`config.mk`:
```
export PLATFORM = sky130hd
export DESIGN_NAME = secuenciador_melodia_flat
export DESIGN_NICKNAME = d
export VERILOG_FILES = /design/src/rtl/secuenciador_melodia_if.sv /design/src/rtl/secuenciador_melodia.sv /design/src/flat_wrapper.sv
export SDC_FILE = /design/constraint.sdc
export NUM_CORES = 1
export LEC_CHECK = 0
export BUFFER_PORTS_ARGS = -buffer_cell sky130_fd_sc_hd__buf_2
export CORE_UTILIZATION = 40
export DETAILED_ROUTE_END_ITERATION = 12
export SKIP_LAST_GASP = 1
export SYNTH_ARGS = -nofsm -noshare
export SYNTH_HDL_FRONTEND = slang
export SYNTH_SLANG_ARGS = --single-unit
```
`constraint.sdc`:
```
create_clock -name clk -period 3.3 [get_ports clk]
set_input_delay 0.165 -clock clk [delete_from_list [all_inputs] [get_ports clk]]
set_output_delay 0.165 -clock clk [all_outputs]
set_load 0.01 [all_outputs]
```
`src/rtl/secuenciador_melodia_if.sv`:
```
// -----------------------------------------------------------------------------
// secuenciador_melodia_if
// Bundle between the melody sequencer, its control logic, the song ROM and
// the speaker pin.
//
//   start, stop, loop_en : playback control into the sequencer
//   indice_nota          : ROM address, driven by the sequencer
//   semi_periodo         : half-period in clocks read from the ROM (0 = rest)
//   duracion             : note length in ticks read from the ROM (0 = end mark)
//   parlante             : square-wave speaker output
//   ocupado              : sequencer is not idle
//   fin                  : one-cycle end-of-song pulse
//
// Modports: master = environment (control + ROM), slave = sequencer.
// -----------------------------------------------------------------------------
interface secuenciador_melodia_if #(
   parameter int unsigned IDX_W = 5,
   parameter int unsigned PER_W = 16,
   parameter int unsigned DUR_W = 8
);

   logic             start;
   logic             stop;
   logic             loop_en;
   logic [IDX_W-1:0] indice_nota;
   logic [PER_W-1:0] semi_periodo;
   logic [DUR_W-1:0] duracion;
   logic             parlante;
   logic             ocupado;
   logic             fin;

   modport master (
      output start,
      output stop,
      output loop_en,
      output semi_periodo,
      output duracion,
      input  indice_nota,
      input  parlante,
      input  ocupado,
      input  fin
   );

   modport slave (
      input  start,
      input  stop,
      input  loop_en,
      input  semi_periodo,
      input  duracion,
      output indice_nota,
      output parlante,
      output ocupado,
      output fin
   );

endinterface

```
`src/rtl/secuenciador_melodia.sv`:
```
// -----------------------------------------------------------------------------
// secuenciador_melodia
// Melody sequencer and square-wave tone generator. Walks a combinational song
// ROM (half-period + duration per entry), plays each entry on the speaker pin,
// inserts an optional silent gap after every note and supports rests, an
// end-of-song marker, looping, start and stop.
//
// Ports:
//   clk   : single clock, rising edge
//   rst_n : asynchronous active-low reset
//   bus   : secuenciador_melodia_if.slave (control in, ROM fields in,
//           ROM address / speaker / busy / end pulse out)
//
// Parameters:
//   N_NOTAS   : maximum entries per song
//   TICK_CLKS : clocks per duration tick
//   DUR_W     : duration field width (ticks)
//   PER_W     : half-period field width (clocks)
//   GAP_TICKS : silent ticks after every note, 0 disables the gap
// -----------------------------------------------------------------------------
module secuenciador_melodia #(
   parameter int unsigned N_NOTAS   = 25,
   parameter int unsigned TICK_CLKS = 120000,
   parameter int unsigned DUR_W     = 8,
   parameter int unsigned PER_W     = 16,
   parameter int unsigned GAP_TICKS = 1
) (
   input logic                   clk,
   input logic                   rst_n,
   secuenciador_melodia_if.slave bus
);

   localparam int unsigned IDX_W  = (N_NOTAS > 1) ? $clog2(N_NOTAS) : 1;
   localparam int unsigned TICK_W = (TICK_CLKS > 1) ? $clog2(TICK_CLKS) : 1;

   localparam logic [IDX_W-1:0]  ULT_IDX  = IDX_W'(N_NOTAS - 1);
   localparam logic [TICK_W-1:0] ULT_TICK = TICK_W'(TICK_CLKS - 1);
   // Last gap tick index; unused when the gap is disabled.
   localparam logic [DUR_W-1:0]  ULT_GAP  = (GAP_TICKS > 0) ? DUR_W'(GAP_TICKS - 1) : '0;
   localparam bit                HAY_GAP  = (GAP_TICKS > 0);

   typedef enum logic [1:0] {
      StIdle,
      StCarga,
      StNota,
      StPausa
   } estado_e;

   // ---------------------------------------------------------------------------
   // State
   // ---------------------------------------------------------------------------
   estado_e            r_estado;
   logic [IDX_W-1:0]   r_indice;
   logic [PER_W-1:0]   r_per;
   logic [DUR_W-1:0]   r_dur;
   logic [TICK_W-1:0]  r_tick;
   logic [DUR_W-1:0]   r_cnt_dur;
   logic [PER_W-1:0]   r_onda;
   logic               r_parlante;
   logic               r_fin;

   // Next-state
   estado_e            w_estado_d;
   logic [IDX_W-1:0]   w_indice_d;
   logic [PER_W-1:0]   w_per_d;
   logic [DUR_W-1:0]   w_dur_d;
   logic [TICK_W-1:0]  w_tick_d;
   logic [DUR_W-1:0]   w_cnt_dur_d;
   logic [PER_W-1:0]   w_onda_d;
   logic               w_parlante_d;
   logic               w_fin_d;

   // Helpers
   logic               w_ult_tick;
   logic               w_fin_nota;
   logic               w_fin_pausa;
   logic               w_avanzar;

   assign w_ult_tick  = (r_tick == ULT_TICK);
   assign w_fin_nota  = w_ult_tick && (r_cnt_dur == (r_dur - DUR_W'(1)));
   assign w_fin_pausa = w_ult_tick && (r_cnt_dur == ULT_GAP);

   // ---------------------------------------------------------------------------
   // Next-state / outputs
   // ---------------------------------------------------------------------------
   always_comb begin
      w_estado_d   = r_estado;
      w_indice_d   = r_indice;
      w_per_d      = r_per;
      w_dur_d      = r_dur;
      // Counters and speaker fall back to 0 unless a state keeps them running,
      // which also clears them on entry to NOTA/PAUSA.
      w_tick_d     = '0;
      w_cnt_dur_d  = '0;
      w_onda_d     = '0;
      w_parlante_d = 1'b0;
      w_fin_d      = 1'b0;
      w_avanzar    = 1'b0;

      unique case (r_estado)
         StIdle: begin
            if (bus.start) begin
               w_estado_d = StCarga;
               w_indice_d = '0;
            end
         end

         StCarga: begin
            if (bus.duracion == '0) begin
               w_fin_d    = 1'b1;
               w_indice_d = '0;
               // An end marker at index 0 is an empty song: never loop on it.
               w_estado_d = (bus.loop_en && (r_indice != '0)) ? StCarga : StIdle;
            end else begin
               w_per_d    = bus.semi_periodo;
               w_dur_d    = bus.duracion;
               w_estado_d = StNota;
            end
         end

         StNota: begin
            if (w_fin_nota) begin
               if (HAY_GAP) begin
                  w_estado_d = StPausa;
               end else begin
                  w_avanzar = 1'b1;
               end
            end else begin
               w_tick_d    = w_ult_tick ? '0 : r_tick + TICK_W'(1);
               w_cnt_dur_d = w_ult_tick ? r_cnt_dur + DUR_W'(1) : r_cnt_dur;
               // Rest notes keep the wave counter and speaker at 0.
               if (r_per != '0) begin
                  if (r_onda == (r_per - PER_W'(1))) begin
                     w_onda_d     = '0;
                     w_parlante_d = ~r_parlante;
                  end else begin
                     w_onda_d     = r_onda + PER_W'(1);
                     w_parlante_d = r_parlante;
                  end
               end
            end
         end

         StPausa: begin
            if (w_fin_pausa) begin
               w_avanzar = 1'b1;
            end else begin
               w_tick_d    = w_ult_tick ? '0 : r_tick + TICK_W'(1);
               w_cnt_dur_d = w_ult_tick ? r_cnt_dur + DUR_W'(1) : r_cnt_dur;
            end
         end

         default: begin
            w_estado_d = StIdle;
         end
      endcase

      // Advance to the next entry, or wrap/finish after the last one.
      if (w_avanzar) begin
         if (r_indice == ULT_IDX) begin
            w_fin_d    = 1'b1;
            w_indice_d = '0;
            w_estado_d = bus.loop_en ? StCarga : StIdle;
         end else begin
            w_indice_d = r_indice + IDX_W'(1);
            w_estado_d = StCarga;
         end
      end

      // Stop overrides everything, including a start in IDLE.
      if (bus.stop) begin
         w_estado_d   = StIdle;
         w_indice_d   = '0;
         w_tick_d     = '0;
         w_cnt_dur_d  = '0;
         w_onda_d     = '0;
         w_parlante_d = 1'b0;
         w_fin_d      = 1'b0;
      end
   end

   // ---------------------------------------------------------------------------
   // Registers
   // ---------------------------------------------------------------------------
   always_ff @(posedge clk or negedge rst_n) begin
      if (!rst_n) begin
         r_estado   <= StIdle;
         r_indice   <= '0;
         r_per      <= '0;
         r_dur      <= '0;
         r_tick     <= '0;
         r_cnt_dur  <= '0;
         r_onda     <= '0;
         r_parlante <= 1'b0;
         r_fin      <= 1'b0;
      end else begin
         r_estado   <= w_estado_d;
         r_indice   <= w_indice_d;
         r_per      <= w_per_d;
         r_dur      <= w_dur_d;
         r_tick     <= w_tick_d;
         r_cnt_dur  <= w_cnt_dur_d;
         r_onda     <= w_onda_d;
         r_parlante <= w_parlante_d;
         r_fin      <= w_fin_d;
      end
   end

   // ---------------------------------------------------------------------------
   // Outputs
   // ---------------------------------------------------------------------------
   assign bus.indice_nota = r_indice;
   assign bus.parlante    = r_parlante;
   assign bus.ocupado     = (r_estado != StIdle);
   assign bus.fin         = r_fin;

endmodule
```
`src/flat_wrapper.sv`:
```
// flat-port wrapper written by rule: the top's interface ports become plain ports
module secuenciador_melodia_flat 
#(
   parameter int unsigned N_NOTAS   = 25,
   parameter int unsigned TICK_CLKS = 120000,
   parameter int unsigned DUR_W     = 8,
   parameter int unsigned PER_W     = 16,
   parameter int unsigned GAP_TICKS = 1
)
  (clk, rst_n, bus_start, bus_stop, bus_loop_en, bus_semi_periodo, bus_duracion, bus_indice_nota, bus_parlante, bus_ocupado, bus_fin);
  secuenciador_melodia_if #(.PER_W(PER_W), .DUR_W(DUR_W)) bus_i ();
  input logic clk;
  input logic rst_n;
  input wire logic [$bits(bus_i.start)-1:0] bus_start;
  input wire logic [$bits(bus_i.stop)-1:0] bus_stop;
  input wire logic [$bits(bus_i.loop_en)-1:0] bus_loop_en;
  input wire logic [$bits(bus_i.semi_periodo)-1:0] bus_semi_periodo;
  input wire logic [$bits(bus_i.duracion)-1:0] bus_duracion;
  output wire logic [$bits(bus_i.indice_nota)-1:0] bus_indice_nota;
  output wire logic [$bits(bus_i.parlante)-1:0] bus_parlante;
  output wire logic [$bits(bus_i.ocupado)-1:0] bus_ocupado;
  output wire logic [$bits(bus_i.fin)-1:0] bus_fin;
  assign bus_i.start = bus_start;
  assign bus_i.stop = bus_stop;
  assign bus_i.loop_en = bus_loop_en;
  assign bus_i.semi_periodo = bus_semi_periodo;
  assign bus_i.duracion = bus_duracion;
  assign bus_indice_nota = bus_i.indice_nota;
  assign bus_parlante = bus_i.parlante;
  assign bus_ocupado = bus_i.ocupado;
  assign bus_fin = bus_i.fin;
  secuenciador_melodia #(.N_NOTAS(N_NOTAS), .TICK_CLKS(TICK_CLKS), .DUR_W(DUR_W), .PER_W(PER_W), .GAP_TICKS(GAP_TICKS)) u_core (.clk(clk), .rst_n(rst_n), .bus(bus_i));
endmodule
```
=== Yosys cells after proc, flatten, opt, wreduce, memory -nomap -nowiden ===
Index checks and enable logic that the tools add are counted.

* Add/subtract/negate cells: 6
* Equality and inequality tests: 11
* Multiplexer cells: 42
* Bitwise operators: 2
* Reduce and logical (&&, ||, !) cells: 14

{| class="wikitable"
|+ Operators by type and width
! operator !! number
|-
| 2-to-1 mux 16 bit || 5
|-
| 2-to-1 mux 17 bit || 4
|-
| one-hot mux 17 bit (2 select lines) || 1
|-
| 2-to-1 mux 8 bit || 4
|-
| 2-to-1 mux 5 bit || 5
|-
| adder 17 x 1 -> 17 bit, second input constant || 1
|-
| == test 17 bit, second input constant || 1
|-
| adder 16 x 1 -> 16 bit, second input constant || 1
|-
| == test 16 bit || 1
|-
| logical NOT 8 bit || 2
|-
| one-hot mux 8 bit (2 select lines) || 1
|-
| nonzero test 16 bit || 1
|-
| subtractor 16 x 1 -> 16 bit, second input constant || 1
|-
| 2-to-1 mux 1 bit || 14
|-
| 2-to-1 mux 2 bit || 6
|-
| one-hot mux 5 bit (2 select lines) || 1
|-
| nonzero test 5 bit || 2
|-
| adder 8 x 1 -> 8 bit, second input constant || 1
|-
| == test 8 bit || 1
|-
| != test 4 x 2 -> 1 bit, second input constant || 2
|-
| subtractor 8 x 1 -> 8 bit, second input constant || 1
|-
| one-hot mux 2 bit (3 select lines) || 1
|-
| AND reduction 3 bit || 2
|-
| adder 5 x 1 -> 5 bit, second input constant || 1
|-
| other kinds (11) || 15
|}

* Register bits after elaboration: 74
* Bits of input ports: 29
* Word-level logic and storage cells: 84

=== Longest topological paths before layout ===
* Word-level depth: 7
* Mapped depth: 10
* Depth with buffers taken out: 9

=== Worst setup path after synthesis ===
No wires, ideal clock.

* Kind: reg-to-reg
* Start point: register u_core.r_dur[0]
* End point: register u_core.r_cnt_dur[0]
* Data arrival time: 2434 ps
* Required time: 3162 ps
* Slack: 728 ps
* Stages on the path, launching flop included: 10
* Period minus slack after synthesis: 2572 ps
* Path through: dfrtp_1 > inv_1 > ha_1 > maj3_1 > a2bb2oi_1 > or3_1 > o31a_1 > clkbuf_1 > o21bai_1 > nor2_1

* Cells in the longest elaborated chain, start to end: 6

{| class="wikitable"
|+ RTL lines
! what !! RTL line !! text
|-
| start: declaration || secuenciador_melodia.sv:55 || <nowiki>logic [DUR_W-1:0] r_dur;</nowiki>
|-
| start signal: assignment || secuenciador_melodia.sv:200 || <nowiki>r_dur <= w_dur_d;</nowiki>
|-
| subtractor 8 x 1 -> 8 bit || secuenciador_melodia.sv:80 || <nowiki>assign w_fin_nota = w_ult_tick && (r_cnt_dur == (r_dur - DUR_W'(1)));</nowiki>
|-
| == test 8 bit || secuenciador_melodia.sv:80 ||
|-
| logical AND 1 bit || secuenciador_melodia.sv:80 ||
|-
| 2-to-1 mux 8 bit || secuenciador_melodia.sv:122 || <nowiki>if (w_fin_nota) begin</nowiki>
|-
| one-hot mux 8 bit (2 select lines) || secuenciador_melodia.sv:100 || <nowiki>unique case (r_estado)</nowiki>
|-
| 2-to-1 mux 8 bit || secuenciador_melodia.sv:171 || <nowiki>if (bus.stop) begin</nowiki>
|-
| net u_core.w_cnt_dur_d[0] || secuenciador_melodia.sv:68 || <nowiki>logic [DUR_W-1:0] w_cnt_dur_d;</nowiki>
|-
| end signal: assignment || secuenciador_melodia.sv:202 || <nowiki>r_cnt_dur <= w_cnt_dur_d;</nowiki>
|-
| end: declaration || secuenciador_melodia.sv:57 || <nowiki>logic [DUR_W-1:0] r_cnt_dur;</nowiki>
|}

The timed path passes the listed nets, and every way through them passes these cells.
A chain may end at the register's enable or synchronous reset.

=== Worst setup path in the final report ===
* Start point: register u_core.r_dur[0]
* End point: register u_core.r_cnt_dur[5]

The elaborated chain is that of the path after synthesis.

==> flow_summary.ini <==
[floorplan]
fp.dieW_um = 106.3
initial_utilization_pct = 41.80
io_pins = 37
fp.dieH_um = 106.3
fp.coreArea_um2 = 10420
rows = 37
dieArea_um2 = 11310

[power]
combPwrFrac_pct = 36.0
p_sw_w = 0.001139
clock_power_share_pct = 20.2
leakage_nw = 2.031
power_density_nw_per_um2 = 630.7
internal-power_w = 0.001889
switching_share_pct = 37.62
p_seq_share_pct = 43.8
power_w = 0.003028
ir_drop_mv = 0.3669

[placement]
dp_hpwl_mm = 6.365
gp_congestion = 0.8053
numPortBuffers = 36
dp.cells = 618
placed_area_um2 = 4638

[global_routing]
grt_pass1_wl_mm = 15.44
grt_use_total_pct = 17.35
grt_pass1_vias = 3121
grt_overflow = 0
grt_max_degree = 75
antenna_found_initial = 0

[layout]
design_area_um2 = 4801
syn_to_final_growth_pct = 10.26
fin_cells = 633
layout-drive-gt1-share_pct = 14.49
diodes = 0
nFillCells = 993
final_nets = 536

[worst_setup_path]
cp.required_ns = 3.52
arrival_ns = 3.06
r2r_start = u_core.r_dur[0]
path_class = flop to flop
critPathLaunchType = flop
cp_slowest_cell = o21bai_1
rr_worst_depth = 8
rrSetupSlack_ns = 0.46
crit-reg2reg-capture = u_core.r_cnt_dur[5]
crit_path_end_kind = flop
crit_chain = inv_1, ha_1, maj3_1, a2bb2oi_1, or3_1, o31a_1, o21bai_1, nor2_1
cpLargestDelayFamily = compound AO/OA/AOI/OAI gates
path_buf_inv = 1
cp_slowest_stage_delay_ns = 0.52
crit_fanout = 8

[clock_tree]
clock_latency_ns = 0.36
htree_levels = 3
post_cts_buffers = 0
cts_buffers = 9
cts_hold_buf = 1
clkTransAtPathRegs_ns = 0.07
cts-root-buf = clkbuf_8
clockBufferDepth = 2
cts_resized = 0
cts_tree = yes
cts_sinks = 74

[sta]
max_freq_ghz = 0.3523
final.period_utilization_pct = 86.02
max_slew_margin_pct = 36.46
setup_viol = 0
finalCriticalPeriod_ns = 2.839
setup_tns_ns = 0
tightestPinTransition_ns = 0.9531
hold_slack_ns = 0.01829
clock_skew_ns = 0.01152
slew_violations = 0
rsz0062_at_grt = no
hold_viol_final = 0

[min_path]
whs_path_depth = 3
hold_end = u_core.r_dur[4]
hp-start = bus_duracion[4]
hold_path.class = primary input to flop

[route]
viasPerCell = 5.291
antenna_left = 0
drc = 0
num_vias = 3349
post_drt_wl_per_cell_um = 14.41
routed_wirelength_mm = 9.122
dr.pass1.iters = 4
drt_iter0_markers = 279

[synthesis]
synth.top_cell.area_share_pct = 42.53
synth_warnings = 0
syn_area_per_cell_um2 = 9.404
ys.flop_type = dfrtp_1
syn_nets = 505
synth_area_leaders = dfrtp_1, xor2_1, xnor2_1
syn_inst = 463
async_flop_share_pct = 100.0
synth_edf_count = 0
ys_seq_area_share_pct = 42.53
yosysTopAreaCell = dfrtp_1
synth_area_um2 = 4354
ys_types = 58
yosys_register_bits = 74

[status]
status = finished clean

[job]
cap_violations = 0
## layout by cell type, fill, tap and decap left out, types with 7 or more instances in the layout
cell / netlist / routed
dfrtp_1: 74 / 74
nor2_1: 63 / 63
nand2_1: 40 / 40
xor2_1: 35 / 35
buf_2: 4 / 35
xnor2_1: 31 / 31
nand3_1: 22 / 22
inv_1: 18 / 18
mux2_2: 17 / 17
ha_1: 13 / 13
nor3_1: 10 / 10
clkbuf_8: 0 / 10
a21oi_1: 9 / 9
o21ai_0: 9 / 9
nand4_1: 9 / 9
nor4_1: 7 / 7
and3_1: 7 / 7
## logic make-up (layout without fill, tap and decap cells)
group	after synthesis	in the layout	synth area share (%)
compound gates	50	50	8.018
flops	74	74	42.53
simple gates	203	203	23.88
fa+ha+maj	14	14	3.966
mux	19	19	4.856
buf+inv	37	71	3.477
xor+xnor	66	66	13.28
## tightest hold or removal path: stages
cell and delay (ns):
buf_2 0.09, nand2_1 0.04, nand2_1 0.05
## how the worst max path moves through the flow
stage / startpoint / to / depth (start not counted)
3_3_place_gp: u_core.r_dur[0] / u_core.r_cnt_dur[1] / 8
4_1_cts: u_core.r_dur[0] / u_core.r_cnt_dur[2] / 8
3_5_place_dp: u_core.r_dur[0] / u_core.r_cnt_dur[2] / 8
6_report: u_core.r_dur[0] / u_core.r_cnt_dur[5] / 8
5_1_grt: u_core.r_cnt_dur[0] / u_core.bus.indice_nota[4] / 8
2_1_floorplan: u_core.r_dur[0] / u_core.r_cnt_dur[0] / 9
## power groups by stage
stage	sequential [W]	clock, W	combinational, W
CTS	0.00132	0.000630	0.00109
global route	0.00136	0.000674	0.00122
finish	0.00133	0.000612	0.00109
floorplan	0.00122	0	0.000936
global placement	0.00133	0	0.00106
detailed placement	0.00134	0	0.00108
## Yosys cell counts (all sizes together), types with 4 or more instances
cell and n:
dfrtp 74, nor2 63, nand2 40, xor2 35
xnor2 31, nand3 23, inv 18, mux2 17
clkbuf 14, ha 13, nor3 10, a21oi 9
nand4 9, o21ai 9, nor4 8, and3 7
a31oi 6, nand2b 6, or4 6, buf 5
or3 4
## state kept, by name, indices dropped and copies added (netlist names)
register	cells
u_core.r_cnt_dur	8
u_core.bus.parlante	1
u_core.bus.indice_nota	5
u_core.r_tick	17
u_core.r_onda	16
u_core.r_estado	2
u_core.r_per	16
u_core.bus.fin	1
u_core.r_dur	8
## area by class of cell
cell class	instances	area (um^2)	share of cell area, %
clock buffer	14	152.6	3.180
inverter	18	67.56	1.407
multi-input combinational	352	2351	48.97
sequential	74	1852	38.57
tap	136	170.2	3.544
timing repair buffer	39	207.7	4.326
## stage by stage
| step | setup WS, ns | util, % |
|---|---|---|
| 3_5_place_dp | 0.4537 | 44.53 |
| 4_1_cts | 0.4326 | 46.09 |
| 5_1_grt | 0.2547 | 46.09 |
| 6_report | 0.4612 | 46.09 |
| 2_1_floorplan | 0.7280 | - |
| 3_3_place_gp | 0.5502 | 44.53 |
## per-layer routing
layer  track usage (%)  vias to the layer above  wire [um]
li1                  -                     1670          -
met1             25.24                     1603       4681
met2             24.86                       65       3873
met3             4.231                       11        428
met4             6.151                        0        138
met5                 0                        -          0
Note: power is estimated with default switching activity, not from simulation.
